File: src/rtl/segment_display_mux_if.sv
// Value-load and display-drive signals of the multiplexed 7-segment display controller.
interface segment_display_mux_if #(
   parameter int unsigned DIGITS = 4,
   parameter int unsigned WIDTH  = 16
);
   logic [WIDTH-1:0]  value_in;
   logic              value_valid;
   logic              hex_mode;
   logic              blank_zero;
   logic [7:0]        seg_out;
   logic [DIGITS-1:0] dig_sel;
   logic              busy;
   logic              overflow;

   modport master (
      output value_in, value_valid, hex_mode, blank_zero,
      input  seg_out, dig_sel, busy, overflow
   );

   modport slave (
      input  value_in, value_valid, hex_mode, blank_zero,
      output seg_out, dig_sel, busy, overflow
   );
endinterface

File: src/rtl/segment_display_mux.sv
// Binary value to multiplexed 7-segment display: sequential binary-to-BCD (or hex nibbles),
// double-buffered display register and a free-running digit scanner.
module segment_display_mux #(
   parameter int unsigned DIGITS   = 4,
   parameter int unsigned WIDTH    = 16,
   parameter int unsigned SCAN_DIV = 1000
) (
   input logic                  clk_in,
   input logic                  rst_n_in,
   segment_display_mux_if.slave bus
);
   // ceil(WIDTH*log10(2))+1; WIDTH*log10(2) is never an integer, so floor+2 is exact.
   localparam int unsigned NBCD  = (WIDTH * 30103) / 100000 + 2;
   localparam int unsigned ACC   = (NBCD > DIGITS) ? NBCD : DIGITS;
   localparam int unsigned CNT_W = $clog2(WIDTH);
   localparam int unsigned PRE_W = $clog2(SCAN_DIV);
   localparam int unsigned IDX_W = (DIGITS > 1) ? $clog2(DIGITS) : 1;

   typedef enum logic [1:0] {StIdle, StConv, StLoad} state_e;

   state_e              state_q, state_d;
   logic [WIDTH-1:0]    shift_q, shift_d;
   logic [4*ACC-1:0]    bcd_q, bcd_d, bcd_adj;
   logic [CNT_W-1:0]    cnt_q, cnt_d;
   logic                hex_q, hex_d;
   logic                blank_q, blank_d;
   logic [4*DIGITS-1:0] disp_q, disp_d;
   logic                disp_blank_q, disp_blank_d;
   logic                ovf_q, ovf_d;
   logic [63:0]         hex_wide;

   logic [PRE_W-1:0]    pre_q, pre_d;
   logic [IDX_W-1:0]    idx_q, idx_d;
   logic [7:0]          seg_q, seg_d;
   logic [DIGITS-1:0]   sel_q, sel_d;
   logic [DIGITS-1:0]   blank_mask;
   logic                lead;
   logic [3:0]          cur;

   function automatic logic [6:0] font7(input logic [3:0] d);
      unique case (d)
         4'h0: font7 = 7'h3f;
         4'h1: font7 = 7'h06;
         4'h2: font7 = 7'h5b;
         4'h3: font7 = 7'h4f;
         4'h4: font7 = 7'h66;
         4'h5: font7 = 7'h6d;
         4'h6: font7 = 7'h7d;
         4'h7: font7 = 7'h07;
         4'h8: font7 = 7'h7f;
         4'h9: font7 = 7'h6f;
         4'ha: font7 = 7'h77;
         4'hb: font7 = 7'h7c;
         4'hc: font7 = 7'h39;
         4'hd: font7 = 7'h5e;
         4'he: font7 = 7'h79;
         default: font7 = 7'h71;
      endcase
   endfunction

   assign hex_wide = 64'(shift_q);

   always_comb begin
      state_d      = state_q;
      shift_d      = shift_q;
      bcd_d        = bcd_q;
      bcd_adj      = bcd_q;
      cnt_d        = cnt_q;
      hex_d        = hex_q;
      blank_d      = blank_q;
      disp_d       = disp_q;
      disp_blank_d = disp_blank_q;
      ovf_d        = ovf_q;
      unique case (state_q)
         StIdle: begin
            if (bus.value_valid) begin
               shift_d = bus.value_in;
               hex_d   = bus.hex_mode;
               blank_d = bus.blank_zero;
               bcd_d   = '0;
               cnt_d   = '0;
               state_d = bus.hex_mode ? StLoad : StConv;
            end
         end
         StConv: begin
            for (int unsigned i = 0; i < ACC; i++) begin
               if (bcd_q[4*i +: 4] >= 4'd5) bcd_adj[4*i +: 4] = bcd_q[4*i +: 4] + 4'd3;
            end
            bcd_d   = {bcd_adj[4*ACC-2:0], shift_q[WIDTH-1]};
            shift_d = {shift_q[WIDTH-2:0], 1'b0};
            cnt_d   = cnt_q + 1'b1;
            if (cnt_q == CNT_W'(WIDTH - 1)) state_d = StLoad;
         end
         StLoad: begin
            if (hex_q) begin
               disp_d = hex_wide[4*DIGITS-1:0];
               ovf_d  = (hex_wide >> (4 * DIGITS)) != '0;
            end else begin
               disp_d = bcd_q[4*DIGITS-1:0];
               ovf_d  = (bcd_q >> (4 * DIGITS)) != '0;
            end
            disp_blank_d = blank_q;
            state_d      = StIdle;
         end
         default: state_d = StIdle;
      endcase
   end

   // Scanner runs independently of loads so a display update never shifts the scan phase.
   always_comb begin
      pre_d = pre_q + 1'b1;
      idx_d = idx_q;
      if (pre_q == PRE_W'(SCAN_DIV - 1)) begin
         pre_d = '0;
         idx_d = (idx_q == IDX_W'(DIGITS - 1)) ? '0 : idx_q + 1'b1;
      end

      lead       = 1'b1;
      blank_mask = '0;
      for (int i = int'(DIGITS) - 1; i >= 1; i--) begin
         lead          = lead && (disp_q[4*i +: 4] == 4'd0);
         blank_mask[i] = lead && disp_blank_q;
      end

      cur   = disp_q[{idx_q, 2'b00} +: 4];
      seg_d = {ovf_q && (idx_q == IDX_W'(DIGITS - 1)), font7(cur)};
      if (blank_mask[idx_q]) seg_d = 8'h00;
      sel_d        = '0;
      sel_d[idx_q] = 1'b1;
   end

   always_ff @(posedge clk_in or negedge rst_n_in) begin
      if (!rst_n_in) begin
         state_q      <= StIdle;
         shift_q      <= '0;
         bcd_q        <= '0;
         cnt_q        <= '0;
         hex_q        <= 1'b0;
         blank_q      <= 1'b0;
         disp_q       <= '0;
         disp_blank_q <= 1'b0;
         ovf_q        <= 1'b0;
         pre_q        <= '0;
         idx_q        <= '0;
         seg_q        <= 8'h00;
         sel_q        <= '0;
      end else begin
         state_q      <= state_d;
         shift_q      <= shift_d;
         bcd_q        <= bcd_d;
         cnt_q        <= cnt_d;
         hex_q        <= hex_d;
         blank_q      <= blank_d;
         disp_q       <= disp_d;
         disp_blank_q <= disp_blank_d;
         ovf_q        <= ovf_d;
         pre_q        <= pre_d;
         idx_q        <= idx_d;
         seg_q        <= seg_d;
         sel_q        <= sel_d;
      end
   end

   assign bus.seg_out  = seg_q;
   assign bus.dig_sel  = sel_q;
   assign bus.busy     = (state_q != StIdle);
   assign bus.overflow = ovf_q;
endmodule
File: src/flat_wrapper.sv
// flat-port wrapper written by rule: the top's interface ports become plain ports
module segment_display_mux_flat 
#(
   parameter int unsigned DIGITS   = 4,
   parameter int unsigned WIDTH    = 16,
   parameter int unsigned SCAN_DIV = 1000
)
  (clk_in, rst_n_in, bus_value_in, bus_value_valid, bus_hex_mode, bus_blank_zero, bus_seg_out, bus_dig_sel, bus_busy, bus_overflow);
  segment_display_mux_if #(.DIGITS(DIGITS), .WIDTH(WIDTH)) bus_i ();
  input logic clk_in;
  input logic rst_n_in;
  input wire logic [$bits(bus_i.value_in)-1:0] bus_value_in;
  input wire logic [$bits(bus_i.value_valid)-1:0] bus_value_valid;
  input wire logic [$bits(bus_i.hex_mode)-1:0] bus_hex_mode;
  input wire logic [$bits(bus_i.blank_zero)-1:0] bus_blank_zero;
  output wire logic [$bits(bus_i.seg_out)-1:0] bus_seg_out;
  output wire logic [$bits(bus_i.dig_sel)-1:0] bus_dig_sel;
  output wire logic [$bits(bus_i.busy)-1:0] bus_busy;
  output wire logic [$bits(bus_i.overflow)-1:0] bus_overflow;
  assign bus_i.value_in = bus_value_in;
  assign bus_i.value_valid = bus_value_valid;
  assign bus_i.hex_mode = bus_hex_mode;
  assign bus_i.blank_zero = bus_blank_zero;
  assign bus_seg_out = bus_i.seg_out;
  assign bus_dig_sel = bus_i.dig_sel;
  assign bus_busy = bus_i.busy;
  assign bus_overflow = bus_i.overflow;
  segment_display_mux #(.DIGITS(DIGITS), .WIDTH(WIDTH), .SCAN_DIV(SCAN_DIV)) u_core (.clk_in(clk_in), .rst_n_in(rst_n_in), .bus(bus_i));
endmodule
File: config.mk
export PLATFORM = sky130hd
export DESIGN_NAME = segment_display_mux_flat
export DESIGN_NICKNAME = d
export VERILOG_FILES = /design/src/rtl/segment_display_mux_if.sv /design/src/rtl/segment_display_mux.sv /design/src/flat_wrapper.sv
export SDC_FILE = /design/constraint.sdc
export NUM_CORES = 1
export LEC_CHECK = 0
export BUFFER_PORTS_ARGS = -buffer_cell sky130_fd_sc_hd__buf_2
export CAP_MARGIN = 20
export CORE_MARGIN = 3
export CORE_UTILIZATION = 50
export DETAILED_ROUTE_END_ITERATION = 12
export MAX_ROUTING_LAYER = met4
export PLACE_DENSITY_LB_ADDON = 0.15
export SYNTH_ARGS = -nofsm -noshare
export SYNTH_HDL_FRONTEND = slang
export SYNTH_SLANG_ARGS = --single-unit
File: constraint.sdc
create_clock -name clk_in -period 4.1 [get_ports clk_in]
set_clock_uncertainty 0.2 [all_clocks]
set_input_delay 0.615 -clock clk_in [delete_from_list [all_inputs] [get_ports clk_in]]
set_output_delay 0.615 -clock clk_in [all_outputs]
set_load 0.03 [all_outputs]
---- Yosys cells after proc, flatten, opt, wreduce, memory -nomap -nowiden ----
Memories as Yosys holds them, arrays and structs flattened.
Cells that the tools add are included.
storage, ports and cells
  register bits ........................... 90
  bits in read-only memories .............. 112
  bits of input ports ..................... 21
  output and inout port bits .............. 14
  word-level logic and storage cells ...... 81
  memories kept ........................... 1
operators by class
  $add $sub $neg .......................... 9
  magnitude comparators ................... 8
  equality and inequality tests ........... 7
  shifts and indexed selects .............. 1
  muxes and demuxes ....................... 25
  reduce and logical (&&, ||, !) cells .... 17
memories
  name              words  width  rd ports  clocked after Yosys merged registers in  write ports  RTL line                   RTL
  (name not given)  16     7      1         0                                        0            segment_display_mux.sv:41  unique case (d)
operator list
  operator                                             number
  one-hot mux 24 bit (2 select lines)                  1
  two-way mux 16 bit                                   2
  one-hot mux 16 bit (2 select lines)                  1
  >= comparator 4 x 3 -> 1 bit, second input constant  6
  two-way mux 24 bit                                   1
  two-way mux 4 bit                                    6
  nonzero test 24 bit                                  1
  adder 4 x 2 -> 4 bit, second input constant          5
  indexed part select 16 x 5 -> 4 bit                  1
  zero test 4 bit                                      3
  adder 10 x 1 -> 10 bit, second input constant        1
  == test 10 bit, second input constant                1
  two-way mux 10 bit                                   1
  two-way mux 2 bit                                    4
  two-way mux 8 bit                                    1
  one-hot mux 4 bit (2 select lines)                   1
  logical AND 1 bit                                    7
  AND reduction 2 bit                                  3
  adder 4 x 1 -> 4 bit, second input constant          1
  == test 2 bit, second input constant                 2
  == test 4 bit, second input constant                 1
  one-hot mux 2 bit (2 select lines)                   1
  nonzero test 2 bit                                   2
  adder 3 x 2 -> 3 bit, second input constant          1
  11 further kinds                                     13

---- Logic depth before layout (Yosys ltp) ----
  word-level depth ........................ 7
  depth in mapped cells ................... 9
  mapped depth without buffers ............ 7

---- Worst setup path after synthesis ----
OpenSTA, ideal clock, no wires.
  path type ............................... reg2reg
  from .................................... register u_core.idx_q[0]
  to ...................................... register u_core.seg_q[0] (netlist: u_core.bus.seg_out[0])
  setup time .............................. 0.119 ns
  data arrival time ....................... 2.397 ns
  data required time ...................... 3.781 ns
  slack ................................... 1.384 ns
  stages on the path, launching flop included .. 10
  path buffers ............................ 2
  period minus slack after synthesis ...... 2.716 ns
  cell sequence ........................... dfrtp_1 buf_6 mux4_1 inv_1 ha_1 clkdlybuf4s50_2 mux2i_1 a21oi_1 a21oi_1 o21a_1
between the ends
  longest elaborated chain between the ends .. 3
  elaborated cells between the ends (all ways) .. 5
  classes of those cells .................. shift: 1; mux: 3; memory: 1
RTL lines
  what                                                                                                  RTL line                                                RTL
  start: declaration                                                                                    segment_display_mux.sv:33                               logic [IDX_W-1:0] idx_q, idx_d;
  start signal: assignment                                                                              segment_display_mux.sv:158                              idx_q <= idx_d;
  indexed part select 16 x 5 -> 4 bit / binary-select mux 1 bit (select 2 bit) (equally long branches)  segment_display_mux.sv:125, segment_display_mux.sv:127
  memory (16 x 7 bit) / two-way mux 1 bit (equally long branches)                                       --
  two-way mux 8 bit (*)                                                                                 segment_display_mux.sv:127                              if (blank_mask[idx_q]) seg_d = 8'h00;
  via u_core.seg_d[0]                                                                                   segment_display_mux.sv:34                               logic [7:0] seg_q, seg_d;
  end signal: assignment                                                                                segment_display_mux.sv:159                              seg_q <= seg_d;
  end: declaration                                                                                      segment_display_mux.sv:34
The timed path passes the listed nets; every way through them passes the cells marked *. The select of a mux whose other input is x is not followed.
A chain may end at the register's enable or synchronous reset.

---- Worst setup path in the final report ----
Same ends and word-level chain as after synthesis.

==> metrics.md <==
| Metric | Value |
|---|---|
| Seq/Total Area, Yosys | `48.87%` |
| Sw frac | `roughly 38%` |
| Worst Path Required | `about 4.1 ns` |
| FF+latch count, synth | `90` |
| Hold buffer count at cts | `0` |
| TritonCTS clock tree | `done` |
| Placed Instance Area | `~4800 um^2` |
| Power Total | `between 0.003 and 0.004 W` |
| Cells after Synth | `between 400 and 500` |
| Routability cong. | `about 0.81` |
| Power per Cell Area | `about 650 nW/um^2` |
| ANT cells | `0` |
| HPWL after DPL | `between 6000 and 7000 um` |
| Top cell type by total area after synthesis | `dfrtp_1` |
| Cts repair resizes | `0` |
| Internal | `around 0.0021 W` |
| Die Area | `10,400 um^2` |
| Main synth FF type | `dfrtp_1` |
| Drt pass-1 iters | `4` |
| Tcrit/Tclk final | `around two thirds` |
| Setup CP Type | `register to register` |
| Final Cell Area | `5091 um^2` |
| Setup TNS | `0 ns` |
| FILL cells | `about 780` |
| First-pass GRT wire length | `roughly 15,000 um` |
| Clock Latency Late Sink | `0.36 ns` |
| Layout Cells excl Fill | `about 580` |
| Avg Inst Size Synth | `10.57 um^2` |
| Vias in the first global route | `around 3.2k` |
| Starting Density | `between 50% and 60%` |
| Port buffer count | `34` |
| Core area | `just under 9000 um^2` |
| Multi-input gate area | `2173 um^2` |
| Sequential power share | `between 40% and 50%` |
| Cell Area, Synth | `about 4600 um^2` |
| Routed WL per cell | `15.56 um` |
| Final hold vios | `0` |
| Die Height | `about 100 um` |
| CTS root buf | `clkbuf_8` |
| Nets | `around 500` |
| Vias | `about 3.2k` |
| Syn Nets | `~480` |
| Vias per cell | `about 5.6` |
| Aggregate routed wire length | `approximately 9000 um` |
| Setup Buffers After CTS | `0` |
| VDD IR max | `around 0.00037 V` |
| CP endpoint kind | `register` |
| RSZ-0062 raised after global routing | `false` |
| Critical Path Start | `u_core.idx_q[0]` |
| Final Max Slew Viols | `0` |
| Detail Route Antenna Nets | `0` |
| Setup violators final | `0` |
| Clock slew at reported path FFs | `approximately 0.10 ns` |
| Number of enable flip-flop cells after synthesis | `0` |
| Drc violations | `0` |
| Ys async rst share | `100.0%` |
| Net Switching | `around 0.0013 W` |
| Largest net degree at the start of global routing | `69` |
| Worst r2r src | `u_core.idx_q[0]` |
| Hold slack | `approximately 0.16 ns` |
| Highest achievable clock rate | `369.8 MHz` |
| Crit Path Max Fanout | `12` |
| Area contributors post-synth | `dfrtp_1 49%, mux2i_1 8.0%, ha_1 6.5%` |
| Hold Path Class | `primary input to asynchronous set/reset pin` |
| Layout cells sized above 1 | `between 10% and 20%` |
| Minimum clock period | `approximately 2.7 ns` |
| Iter 0 DRT Violations | `between 150 and 200` |
| GRT overflow | `0` |
| Commonest non-fill, non-tap cell in the layout | `dfrtp_1` |
| Placed Cells | `about 560` |
| Clock H-tree levels | `3` |
| Slew @ Worst Pin | `about 0.96 ns` |
| Max Root-Sink Buffers | `2` |
| Relative slew slack | `a little over a third` |
| Leak | `2.312 nW` |
| Most frequent cells in the layout | `90 x dfrtp_1, 54 x o21ai_0, 50 x nand2_1` |
| I/O pins | `35` |
| Unique masters post-synth | `48` |
| Status | `completed` |
| All-Layer GR Usage | `approximately a fifth` |
| Layout area overhead | `10.48%` |
| Register area | `2252 um^2` |
| Worst endpoint data arrival time | `2.75 ns` |
| Yosys warning count | `0` |
| Clock net sink count | `90` |
| Die width | `around 100 um` |
| Row Count | `34` |
| Clock power share | `22.0%` |
| Initial antenna violation count | `0` |
| Num CTS Buffers | `9` |
| Type of origin of the critical path | `register` |
| Combinational Power Share | `between 30% and 40%` |
| Maxcap violations | `0` |
| Synth top area share | `48.87%` |
## power by group through the flow
stage               clock [W]  sequential, W  combinational (W)
finish               0.000728        0.00142            0.00116
global route         0.000793        0.00146            0.00132
CTS                  0.000751        0.00142            0.00116
detailed placement          0        0.00143            0.00116
global placement            0        0.00143            0.00113
floorplan                   0        0.00138           0.000895
## cell usage after synthesis, types with 2 or more instances
library cell  count
clkbuf_1         11
nand3_1           7
buf_6             2
xnor2_1           8
nand2_1          50
buf_2             6
nor3b_1           4
nand2b_1          8
a22o_1            7
o22ai_1           8
nor2b_1           6
inv_1            20
nand4_1           2
o32ai_1           3
nor3_1            2
a311oi_1          3
o21ai_0          54
nor4_1            3
xor2_1            7
mux4_1            2
mux2_4            3
o21a_1            2
mux2i_1          37
nor2_1           14
o31ai_1           8
dfrtp_1          90
ha_1             24
a32o_1            6
mux2_2            4
a21oi_1          16
buf_1             2
## kinds of logic (layout without fill, tap and decap cells)
logic type	count (synthesis)	in the layout	share of synthesized area, %
AO/OA/AOI/OAI	116	116	15.69
XOR/XNOR	15	15	2.851
adder cells (fa/ha/maj)	24	24	6.516
buffers and inverters	42	74	4.073
flip-flops	90	90	48.87
multiplexers	47	47	11.62
AND/OR/NAND/NOR	102	102	10.37
## metal layers
layer / global-route usage [%] / vias up / part of all wire [%]
li1: - / 1603 / -
met1: 26.60 / 1564 / 49
met2: 29.34 / 56 / 47
met3: 4.710 / 4 / 2.8
met4: 3.633 / 0 / 0.52
met5: - / - / 0
## path summary, 6_finish.rpt
check	end	slack [ns]	cells after the start
worst max-delay path	u_core.bus.seg_out[0]	1.40	7
worst min-delay path	u_core.bcd_q[22]	0.16	1
worst max register to register	u_core.bus.seg_out[0]	1.40	7
worst min register to register	u_core.pre_q[0]	0.30	1
max in group asynchronous	u_core.bus.seg_out[6]	2.74	2
min in group clk_in	u_core.blank_q	0.29	2
## area by class of cell
class	count	share of cell area, %
Tap cell	108	2.654
Clock buffer	9	2.433
Clock inverter	7	2.384
Multi-Input combinational cell	304	42.69
Timing Repair Buffer	38	4.129
Inverter	20	1.475
Sequential cell	90	44.24
## stage by stage
stage / util (%) / setup WS, ns
6_report: 57.54 / 1.396
3_5_place_dp: 54.60 / 1.439
2_1_floorplan: - / 1.384
3_3_place_gp: 54.60 / 1.554
5_1_grt: 57.54 / 1.199
4_1_cts: 57.37 / 1.409
## sequential cells by signal, summed over array words and instances, names as in the netlist, 2 cells and up
signal / flops
u_core.bus.seg_out: 8
u_core.pre_q: 10
u_core.idx_q: 2
u_core.disp_q: 16
u_core.bus.dig_sel: 4
u_core.shift_q: 16
u_core.state_q: 2
u_core.cnt_q: 4
u_core.bcd_q: 24
## worst max-delay path, stage by stage, from the launching register on
cell and delay [ns]:
dfrtp_1 0.64, mux4_1 0.74, inv_1 0.14, ha_1 0.31, mux2i_1 0.11, a21oi_1 0.16, a21oi_1 0.09, o21a_1 0.19
No activity file was read; power rests on OpenSTA's default activity.
